File: config.mk
export PLATFORM = sky130hd
export DESIGN_NAME = rsa_session_ctrl
export DESIGN_NICKNAME = d
export VERILOG_FILES = /design/src/rtl/rsa_pkg.sv /design/src/rtl/bram_wr_mux.sv /design/src/rtl/rsa_session_ctrl.sv
export SDC_FILE = /design/constraint.sdc
export NUM_CORES = 1
export LEC_CHECK = 0
export BUFFER_PORTS_ARGS = -buffer_cell sky130_fd_sc_hd__buf_4
export CORE_MARGIN = 1.5
export CORE_UTILIZATION = 40
export CTS_BUF_LIST = sky130_fd_sc_hd__clkbuf_4
export DETAILED_ROUTE_END_ITERATION = 7
export PLACE_DENSITY_LB_ADDON = 0.05
export REMOVE_ABC_BUFFERS = 1
export SYNTH_ARGS = -nofsm -noshare
export SYNTH_HDL_FRONTEND = slang
export SYNTH_SLANG_ARGS = --single-unit
File: constraint.sdc
create_clock -name clk -period 3.3 [get_ports clk]
set_input_delay 0.165 -clock clk [delete_from_list [all_inputs] [get_ports clk]]
set_output_delay 0.165 -clock clk [all_outputs]
set_load 0.01 [all_outputs]
File: src/rtl/rsa_pkg.sv
// rtl/rsa_pkg.sv - shared state encodings, write-port owner type and width defaults for the RSA job path
package rsa_pkg;

  localparam logic [1:0] ST_IDLE    = 2'd0;
  localparam logic [1:0] ST_LOAD    = 2'd1;
  localparam logic [1:0] ST_COMPUTE = 2'd2;
  localparam logic [1:0] ST_SEND    = 2'd3;

  localparam int ABITS_DEF = 8;
  localparam int DBITS_DEF = 32;

  typedef enum logic [1:0] {
    OWN_NONE = 2'd0,
    OWN_LD   = 2'd1,
    OWN_MX   = 2'd2
  } wr_owner_t;

  function automatic logic [7:0] sat_inc8(input logic [7:0] v);
    return (v == 8'hFF) ? v : v + 8'd1;
  endfunction

endpackage

File: src/rtl/bram_wr_mux.sv
// rtl/bram_wr_mux.sv - single BRAM write port shared by loader and mon_exp, flags writes from the non-owner
module bram_wr_mux
  import rsa_pkg::*;
#(
  parameter int ABITS = ABITS_DEF,
  parameter int DBITS = DBITS_DEF
) (
  input  wr_owner_t          owner,
  input  logic [ABITS-1:0]   ld_wr_addr,
  input  logic [DBITS-1:0]   ld_wr_data,
  input  logic               ld_wr_en,
  input  logic [ABITS-1:0]   mx_wr_addr,
  input  logic [DBITS-1:0]   mx_wr_data,
  input  logic               mx_wr_en,
  output logic [ABITS-1:0]   br_wr_addr,
  output logic [DBITS-1:0]   br_wr_data,
  output logic               br_wr_en,
  output logic               conflict
);

  always_comb begin
    br_wr_addr = '0;
    br_wr_data = '0;
    br_wr_en   = 1'b0;
    conflict   = 1'b0;
    case (owner)
      OWN_LD: begin
        br_wr_addr = ld_wr_addr;
        br_wr_data = ld_wr_data;
        br_wr_en   = ld_wr_en;
        conflict   = mx_wr_en;
      end
      OWN_MX: begin
        br_wr_addr = mx_wr_addr;
        br_wr_data = mx_wr_data;
        br_wr_en   = mx_wr_en;
        conflict   = ld_wr_en;
      end
      // with no owner, any request is a stray write
      default: conflict = ld_wr_en | mx_wr_en;
    endcase
  end

endmodule

File: src/rtl/rsa_session_ctrl.sv
// rtl/rsa_session_ctrl.sv - LOAD -> COMPUTE -> SEND sequencer for one RSA job, with rx gating and BRAM write ownership
module rsa_session_ctrl
  import rsa_pkg::*;
#(
  parameter int ABITS        = ABITS_DEF,
  parameter int DBITS        = DBITS_DEF,
  parameter int TO_W         = 24,
  parameter int LOAD_TIMEOUT = 12000000,
  parameter int QUIET_W      = 12,
  parameter int SEND_QUIET   = 2500
) (
  input  logic               clk,
  input  logic               rst,
  input  logic               rx_valid,
  input  logic [7:0]         rx_byte,
  input  logic               rx_error,
  output logic               ld_rx_valid,
  output logic [7:0]         ld_rx_byte,
  output logic               ld_flush,
  input  logic               ld_done,
  input  logic [ABITS-1:0]   ld_wr_addr,
  input  logic [DBITS-1:0]   ld_wr_data,
  input  logic               ld_wr_en,
  output logic               mx_start,
  input  logic               mx_stop,
  input  logic [ABITS-1:0]   mx_wr_addr,
  input  logic [DBITS-1:0]   mx_wr_data,
  input  logic               mx_wr_en,
  output logic [ABITS-1:0]   br_wr_addr,
  output logic [DBITS-1:0]   br_wr_data,
  output logic               br_wr_en,
  output logic               ps_start,
  input  logic               tx_busy,
  output logic [1:0]         state,
  output logic [7:0]         drop_cnt,
  output logic               wr_conflict
);

  localparam logic [TO_W-1:0]    TO_LAST    = TO_W'(LOAD_TIMEOUT - 1);
  localparam logic [QUIET_W-1:0] QUIET_LAST = QUIET_W'(SEND_QUIET - 1);

  logic [TO_W-1:0]    to_cnt;
  logic [QUIET_W-1:0] quiet_cnt;
  logic               seen_tx;
  logic               accept_rx;
  logic               conflict;
  wr_owner_t          owner;

  assign accept_rx   = (state == ST_IDLE) || (state == ST_LOAD);
  assign ld_rx_valid = rx_valid & accept_rx;
  assign ld_rx_byte  = rx_byte;

  always_comb begin
    case (state)
      ST_LOAD:    owner = OWN_LD;
      ST_COMPUTE: owner = OWN_MX;
      default:    owner = OWN_NONE;
    endcase
  end

  bram_wr_mux #(
    .ABITS(ABITS),
    .DBITS(DBITS)
  ) u_wr_mux (
    .owner      (owner),
    .ld_wr_addr (ld_wr_addr),
    .ld_wr_data (ld_wr_data),
    .ld_wr_en   (ld_wr_en),
    .mx_wr_addr (mx_wr_addr),
    .mx_wr_data (mx_wr_data),
    .mx_wr_en   (mx_wr_en),
    .br_wr_addr (br_wr_addr),
    .br_wr_data (br_wr_data),
    .br_wr_en   (br_wr_en),
    .conflict   (conflict)
  );

  always_ff @(posedge clk or posedge rst) begin
    if (rst) begin
      state       <= ST_IDLE;
      to_cnt      <= '0;
      quiet_cnt   <= '0;
      seen_tx     <= 1'b0;
      mx_start    <= 1'b0;
      ps_start    <= 1'b0;
      ld_flush    <= 1'b0;
      drop_cnt    <= 8'd0;
      wr_conflict <= 1'b0;
    end else begin
      mx_start <= 1'b0;
      ps_start <= 1'b0;
      ld_flush <= 1'b0;

      if (rx_valid && !accept_rx) drop_cnt <= sat_inc8(drop_cnt);
      if (conflict) wr_conflict <= 1'b1;

      case (state)
        ST_IDLE: begin
          to_cnt <= '0;
          if (rx_valid) state <= ST_LOAD;
        end
        ST_LOAD: begin
          // a completed load outranks a simultaneous abort
          if (ld_done) begin
            state    <= ST_COMPUTE;
            mx_start <= 1'b1;
            to_cnt   <= '0;
          end else if (rx_error || to_cnt == TO_LAST) begin
            state    <= ST_IDLE;
            ld_flush <= 1'b1;
            to_cnt   <= '0;
          end else if (rx_valid) begin
            to_cnt <= '0;
          end else begin
            to_cnt <= to_cnt + TO_W'(1);
          end
        end
        ST_COMPUTE: begin
          if (mx_stop) begin
            state     <= ST_SEND;
            ps_start  <= 1'b1;
            seen_tx   <= 1'b0;
            quiet_cnt <= '0;
          end
        end
        ST_SEND: begin
          // quiet time only counts once the transmitter has actually started
          if (tx_busy) begin
            seen_tx   <= 1'b1;
            quiet_cnt <= '0;
          end else if (seen_tx) begin
            if (quiet_cnt == QUIET_LAST) begin
              state     <= ST_IDLE;
              seen_tx   <= 1'b0;
              quiet_cnt <= '0;
            end else begin
              quiet_cnt <= quiet_cnt + QUIET_W'(1);
            end
          end
        end
        default: state <= ST_IDLE;
      endcase
    end
  end

endmodule

### Word level (Yosys, flattened, before mapping)

Index checks and enable logic that the tools add are counted.

* add/subtract/negate cells: 3
* equality and inequality tests: 15
* mux-type cells: 34
* bitwise gates (word level): 3
* reduce and logical (&&, ||, !) cells: 11

Operators with widths (number)
* 2-to-1 mux 24 bit: 3
* case mux 32 bit (2 select lines): 1
* 2-to-1 mux 12 bit: 4
* case mux 24 bit (2 select lines): 1
* adder 24 x 1 -> 24 bit, second input constant: 1
* == test 24 bit, second input constant: 1
* case mux 12 bit (2 select lines): 1
* case mux 8 bit (2 select lines): 1
* 2-to-1 mux 2 bit: 7
* adder 12 x 1 -> 12 bit, second input constant: 1
* == test 12 bit, second input constant: 1
* 2-to-1 mux 1 bit: 11
* inequality test 2 bit, second input constant: 5
* adder 8 x 1 -> 8 bit, second input constant: 1
* == test 8 bit, second input constant: 1
* case mux 2 bit (4 select lines): 1
* == test 2 bit, second input constant: 3
* case mux 1 bit (2 select lines): 3
* AND reduction 6 bit: 1
* == test 2 x 1 -> 1 bit, second input constant: 2
* case mux 2 bit (2 select lines): 1
* AND reduction 2 bit: 2
* nonzero test 2 bit: 2
* inequality test 3 x 2 -> 1 bit, second input constant: 1
* other kinds (9): 10

* bits in registers: 51
* output and inout bits: 64
* word-level logic and storage cells: 75

### Logic depth before layout (Yosys ltp)

Gate-level depths: netlist of run 1.

* depth in word-level cells: 5
* gate-level depth with buffers: 8
* depth with buffers taken out: 7

### By module

From an unflattened synthesis of run 1, not the netlist that was laid out.

* cell total of the unflattened synthesis: 388
* area total of the unflattened synthesis: 3654.8 um^2

By module, submodules not included
* rsa_session_ctrl: instances 1, cells each 284, area each 2671.3 um^2, sequential area each 1276.2 um^2
* bram_wr_mux: instances 1, cells each 104, area each 983.4 um^2, sequential area each 0.0 um^2

### Worst setup path before layout of run 1

Ideal clock, no wire load.

* path kind: register to register
* from: reg quiet_cnt[4]
* to: reg with a tool-made name
* library setup time: 0.128 ns
* data arrival time: 2.187 ns
* slack: 0.985 ns
* stages on the path, launching flop included: 6
* path buffers: 0
* period minus slack after synthesis: 2.315 ns
* path through: dfrtp_1 > or4_1 > or3_1 > o31a_1 > a2111oi_4 > mux2_1

RTL lines
* start, declared: RTL line rsa_session_ctrl.sv:43 `logic [QUIET_W-1:0] quiet_cnt;`
* start signal, assigned: RTL line rsa_session_ctrl.sv:137 `quiet_cnt <= quiet_cnt + QUIET_W'(1);`

==> results of run 1 <==
## logic make-up (layout without fill, tap and decap cells)
group / count (synthesis) / in the layout / synth area share, %
simple gates: 175 / 175 / 28.0
compound gates: 81 / 81 / 17.6
flops: 51 / 51 / 37.9
buf+inv: 33 / 166 / 4.57
xor+xnor: 26 / 26 / 6.76
fa+ha+maj: 9 / 9 / 3.34
mux: 6 / 6 / 1.86
## synth_stat cells (2+ instances only)
cell	number
a21o_1	3
a21oi_1	4
a22o_1	5
a22oi_1	41
a31oi_1	2
and2_1	6
and3_1	6
and4_1	2
buf_4	8
clkbuf_1	18
dfrtp_1	51
ha_1	9
inv_1	7
mux2i_1	4
nand2_1	25
nand2b_1	4
nand3_1	17
nand3b_1	2
nand4_1	12
nor2_1	39
nor2b_1	45
nor3_1	3
nor4_1	2
nor4b_1	2
o21ai_0	14
o31ai_1	4
or3_1	2
or4_1	2
xnor2_1	9
xor2_1	17
## worst max path at each step
stage	start	endpoint	slack (ps)	cells past startpoint
6_report	quiet_cnt[5]	flop	850	5
5_1_grt	state[0]	br_wr_data[25]	660	5
4_1_cts	state[0]	br_wr_data[2]	840	5
3_5_place_dp	quiet_cnt[5]	flop	890	5
3_3_place_gp	quiet_cnt[5]	flop	920	5
2_1_floorplan	quiet_cnt[4]	flop	990	5
## routing by layer
layer	vias to the layer above	track usage, %
li1	1627	-
met1	1557	24.7
met2	104	35.6
met4	0	5.97
met5	-	0
met3	8	4.83
## worst max-delay path, delay by kind of cell, from the launching register on
| family | cells | cell delay (ps) |
|---|---|---|
| AND/OR/NAND/NOR | 2 | 900 |
| flip-flops | 1 | 440 |
| multiplexers | 1 | 350 |
| AO/OA/AOI/OAI | 2 | 650 |
## power by group through the flow
| stage | clock (mW) | combinational (mW) | sequential (mW) |
|---|---|---|---|
| floorplan | 0 | 0.895 | 0.788 |
| global placement | 0 | 1.63 | 0.779 |
| detailed placement | 0 | 1.64 | 0.783 |
| CTS | 0.307 | 1.64 | 0.772 |
| global route | 0.326 | 1.79 | 0.785 |
| finish | 0.289 | 1.62 | 0.771 |
## cell type report
cell class / count / area (sq um)
fill: 793 / 3610
multi-input combinational: 297 / 1940
sequential: 51 / 1280
timing repair buffer: 151 / 1130
tap: 105 / 131
clock buffer: 6 / 45.0
inverter: 7 / 26.3
clock inverter: 2 / 12.5
## stage by stage
step	cells	worst slack [ps]	power [mW]	hold slack (ps)
after detailed placement	611	893	2.42	330
final	619	849	2.68	37.7
after floorplan	355	985	1.68	292
after global placement	611	917	2.41	330
after global routing	619	658	2.90	24.5
after CTS	619	836	2.72	17.7
==> results.sh, run 1 <==
export IMPL_status="finished, final reports clean"
export IMPL_rr_worst_depth=5
export IMPL_swShare_pct=41.7
export IMPL_timing_rr_start="quiet_cnt[5]"
export IMPL_ios=161
export IMPL_avgRoutedWirePerCell_microns=15.2
export IMPL_final_common_cell="buf_4"
export IMPL_finalMaxSlewViolations=0
export IMPL_switching_power_mw=1.12
export IMPL_met2WireLength_microns=4900
export IMPL_syn_cell_area_sq_mm=0.00337
export IMPL_grt_usage_pct=20.3
export IMPL_mostFrequentLayoutCells="buf_4, dfrtp_1, nor2b_1"
export IMPL_hold_path_depth=2
export IMPL_fp_dieW_microns=94.8
export IMPL_drcViolationCount=0
export IMPL_clk_path_buf_depth=2
export IMPL_reg_largest_list="to_cnt: 24 flops, quiet_cnt: 12 flops, drop_cnt: 8 flops"
export IMPL_cts_tree="done"
export IMPL_crit_fanout=6
export IMPL_coreArea_sq_mm=0.00818
export IMPL_start_util_pct=41.2
export IMPL_fin_nets=619
export IMPL_ys_flop_type="dfrtp_1"
export IMPL_hold_buffers=0
export IMPL_finalHoldViolCount=0
export IMPL_reg2reg_slack_ps=850
export IMPL_drtAntennaViolNets=0
export IMPL_drtPass1Iterations=5
export IMPL_synth_area_top_cells="dfrtp_1, a22oi_1, nor2b_1"
export IMPL_die_area_sq_mm=0.00898
export IMPL_cts_resized_gates=0
export IMPL_fin_area_sq_mm=0.00456
export IMPL_postSynth_asyncResetShare_pct=100
export IMPL_grt_pass1_wl_microns=14400
export IMPL_antenna_found_initial=0
export IMPL_max_slew_worst_pin_slew_ps=1070
export IMPL_top_layer="met4"
export IMPL_vias=3296
export IMPL_cp_start_kind="flop"
export IMPL_overflow=0
export IMPL_max_stage_delay_ps=530
export IMPL_ys_seq_area_share_pct=37.9
export IMPL_synth_edff_count=0
export IMPL_rsz0062_at_grt="false"
export IMPL_viasPerCell=5.32
export IMPL_syn_inst=381
export IMPL_yosysWarnings=0
export IMPL_fin_crit_sh_pct=74.3
export IMPL_htreeDepth=2
export IMPL_io_buffers=144
export IMPL_peakVddDrop_mv=0.335
export IMPL_top_register="to_cnt"
export IMPL_maxCapViolCount=0
export IMPL_area_growth_synth_to_final_pct=35.5
export IMPL_route_met3_wl_microns=648
export IMPL_required_ps=3550
export IMPL_yosysTopAreaCell="dfrtp_1"
export IMPL_grt_pass1_vias=2997
export IMPL_row_count=33
export IMPL_worstHoldEndpoint="ps_start"
export IMPL_drive_above_1_share_pct=31.9
export IMPL_clkLatencyLatePin_ps=360
export IMPL_p_clk_share_pct=10.8
export IMPL_antenna_cells=0
export IMPL_p_int_mw=1.56
export IMPL_arrival_ps=2700
export IMPL_postCtsSetupBuffers=0
export IMPL_clock_fmax_mhz=408
export IMPL_setup_viol=0
export IMPL_totalWireLength_microns=9420
export IMPL_hpwl_microns=7160
export IMPL_fin_crit_ps=2450
export IMPL_worst_path_max_delay_cell="or4_1"
export IMPL_dieHeight_microns=94.8
export IMPL_ys_seq_elements=51
export IMPL_cts_root_buf="clkbuf_4"
export IMPL_path_cells="or4_1 -> or3_1 -> o31a_1 -> a2111oi_4 -> mux2_1"
export IMPL_final_setup_tns_ps=0
export IMPL_avgSynthCellArea_sq_um=8.84
export IMPL_largest_reg_flops=24
export IMPL_cts_sinks=51
export IMPL_dpl_cell_area_sq_mm=0.00451
export IMPL_comb_power_share_pct=60.4
export IMPL_cp_end_kind="flop"
export IMPL_place_congestion=0.849
export IMPL_drtIter0Drc=77
export IMPL_crit_type="flop to flop"
export IMPL_holdCritStartpoint="mx_stop"
export IMPL_met1_length_microns=3760
export IMPL_p_leak_nw=2.15
export IMPL_synth_top_cell_area_share_pct=37.9
export IMPL_final_util_pct=55.8
export IMPL_slew_headroom_pct=28.4
export IMPL_clkTransAtPathRegs_ps=140
export IMPL_clock_skew_ps=11.7
export IMPL_worstHoldPathType="input pin to flop"
export IMPL_ys_types=46
export IMPL_p_seq_share_pct=28.8
export IMPL_numCtsBuffers=5
export IMPL_grt_max_degree=52
export IMPL_p_per_area_mw_per_mm2=587
Note: power is estimated with default switching activity, not from simulation.
==> run 2, diff against run 1 <==
- clock period: 3.3 -> 2.1 ns (I/O delays scaled with it)
==> run 2 against run 1 <==
  * Routed wire length is 6.7% higher
  * Sequential share of layout area is 2.3 points lower
  * The flow now finishes with violations (setup timing)
  * Clock skew is 2.8 ps higher
  * Non-clock buffer count is 45 higher
  * Die area stayed put
  * Register-to-register slack worse by 1000 ps
  * Via count is 6.0% higher
  * Count of clock-buffer cells in the layout stayed put
  * Total power is 65% higher
  * Highest routed layer unchanged
==> results.sh, run 2 (synthesized netlist as in run 1, its figures left out) <==
export IMPL_violations="setup timing"
export IMPL_worstHoldPathType="input pin to flop"
export IMPL_path_cells="or4_4 -> or3_4 -> o31a_1 -> a2111oi_4 -> mux2_4"
export IMPL_area_growth_synth_to_final_pct=47.7
export IMPL_max_stage_delay_ps=530
export IMPL_cts_tree="done"
export IMPL_cp_end_kind="flop"
export IMPL_drtIter0Drc=143
export IMPL_dpl_cell_area_sq_mm=0.00479
export IMPL_grt_max_degree=43
export IMPL_fin_crit_sh_pct=109
export IMPL_grt_usage_pct=21.7
export IMPL_finalMaxSlewViolations=0
export IMPL_path_buf_inv=0
export IMPL_fin_crit_ps=2300
export IMPL_instances_no_fill=664
export IMPL_drcViolationCount=0
export IMPL_clkTransAtPathRegs_ps=140
export IMPL_status="complete, but fails checks"
export IMPL_crit_family="simple AND/OR/NAND/NOR gates"
export IMPL_drtAntennaViolNets=0
export IMPL_max_slew_worst_pin_slew_ps=538
export IMPL_die_area_sq_mm=0.00898
export IMPL_cts_sinks=51
export IMPL_timing_rr_start="quiet_cnt[4]"
export IMPL_p_clk_share_pct=10.4
export IMPL_antenna_cells=0
export IMPL_ios=161
export IMPL_viasPerCell=5.26
export IMPL_overflow=0
export IMPL_slew_headroom_pct=63.8
export IMPL_clock_fmax_mhz=436
export IMPL_place_congestion=0.806
export IMPL_cts_root_buf="clkbuf_4"
export IMPL_mostFrequentLayoutCells="buf_4, dfrtp_1, nor2b_1"
export IMPL_swShare_pct=41.4
export IMPL_finalHoldViolCount=0
export IMPL_hold_path_depth=2
export IMPL_arrival_ps=2560
export IMPL_fin_ws_ps=-195
export IMPL_clock_skew_ps=14.5
export IMPL_start_util_pct=41.2
export IMPL_hpwl_microns=7670
export IMPL_fin_nets=664
export IMPL_cp_start_kind="flop"
export IMPL_clk_path_buf_depth=2
export IMPL_final_common_cell="buf_4"
export IMPL_clkLatencyLatePin_ps=370
export IMPL_final_setup_tns_ps=-300
export IMPL_rsz0062_at_grt="true"
export IMPL_drive_above_1_share_pct=38.6
export IMPL_antenna_found_initial=0
export IMPL_crit_type="flop to flop"
export IMPL_dieHeight_microns=94.8
export IMPL_largest_reg_flops=24
export IMPL_peakVddDrop_mv=0.631
export IMPL_p_seq_share_pct=27.0
export IMPL_drtPass1Iterations=4
export IMPL_top_register="to_cnt"
export IMPL_crit_fanout=2
export IMPL_p_int_mw=2.59
export IMPL_reg_largest_list="to_cnt: 24 flops, quiet_cnt: 12 flops, drop_cnt: 8 flops"
export IMPL_row_count=33
export IMPL_comb_power_share_pct=62.6
export IMPL_worstHoldEndpoint="mx_start"
export IMPL_fin_area_sq_mm=0.00498
export IMPL_grt_pass1_vias=3209
export IMPL_rr_worst_depth=5
export IMPL_htreeDepth=2
export IMPL_p_per_area_mw_per_mm2=889
export IMPL_totalWireLength_microns=10100
export IMPL_fp_dieW_microns=94.8
export IMPL_reg2reg_slack_ps=-200
export IMPL_maxCapViolCount=0
export IMPL_grt_pass1_wl_microns=15300
export IMPL_switching_power_mw=1.83
export IMPL_numCtsBuffers=5
export IMPL_worst_path_max_delay_cell="or4_4"
export IMPL_avgRoutedWirePerCell_microns=15.1
export IMPL_required_ps=2360
export IMPL_final_util_pct=60.9
export IMPL_total_power_mw=4.43
export IMPL_io_buffers=144
export IMPL_holdCritStartpoint="ld_done"
export IMPL_coreArea_sq_mm=0.00818
export IMPL_vias=3494
export IMPL_setup_viol=2
export IMPL_dp_cells=649
export IMPL_p_leak_nw=2.38
-- run 2: layer usage --
| metal | global-route usage [%] | part of all wire [%] | up-vias |
|---|---|---|---|
| li1 | - | - | 1713 |
| met1 | 27.5 | 42 | 1658 |
| met2 | 37.1 | 50 | 119 |
| met3 | 5.15 | 7.1 | 4 |
| met4 | 4.98 | 0.70 | 0 |
| met5 | 0 | 0 | - |
-- run 2: stage by stage --
step	worst slack [ps]	hold WS, ps
4_1_cts	-215	0.992
2_1_floorplan	-215	210
3_5_place_dp	-253	103
5_1_grt	-224	3.25
6_report	-195	18.2
3_3_place_gp	-197	98.0
-- run 2: power groups by stage --
| stage | clock, mW | sequential (mW) | combinational, mW |
|---|---|---|---|
| after floorplan | 0 | 1.24 | 1.41 |
| after global placement | 0 | 1.21 | 2.65 |
| after detailed placement | 0 | 1.21 | 2.69 |
| after CTS | 0.477 | 1.20 | 2.74 |
| after global routing | 0.509 | 1.22 | 3.02 |
| final | 0.460 | 1.20 | 2.77 |
-- run 2: worst reg2reg max path, delay by kind of cell (launching register included) --
kind             cells  cell delay, ps
multiplexers         1             330
AO/OA/AOI/OAI        2             580
flip-flops           1             400
AND/OR/NAND/NOR      2             870
-- run 2: worst max-delay path by stage --
stage	start	to	slack [ps]	depth (start not counted)
after floorplan	quiet_cnt[4]	flop	-210	5
after global placement	quiet_cnt[4]	flop	-200	5
after detailed placement	quiet_cnt[4]	flop	-250	5
after CTS	quiet_cnt[4]	flop	-220	5
after global routing	quiet_cnt[5]	flop	-220	5
final	quiet_cnt[4]	flop	-200	5
-- run 2: layout make-up --
cell class,count,area [sq um]
repair buffers,196,1490
fillers,718,3200
inverters,7,26.3
clock buffers,6,45.0
multi-input cells,297,2000
flip-flops and latches,51,1280
clock inverters,2,12.5
well taps,105,131
-- run 2: repair_timing --
item                                    in CTS  in global routing
resized for setup                            6                  9
hold endpoints to repair                    16                  1
pin swaps                                    2                  1
buffers inserted                             1                  2
endpoints found under the setup margin      53                 37
hold buffers                                 3                  1
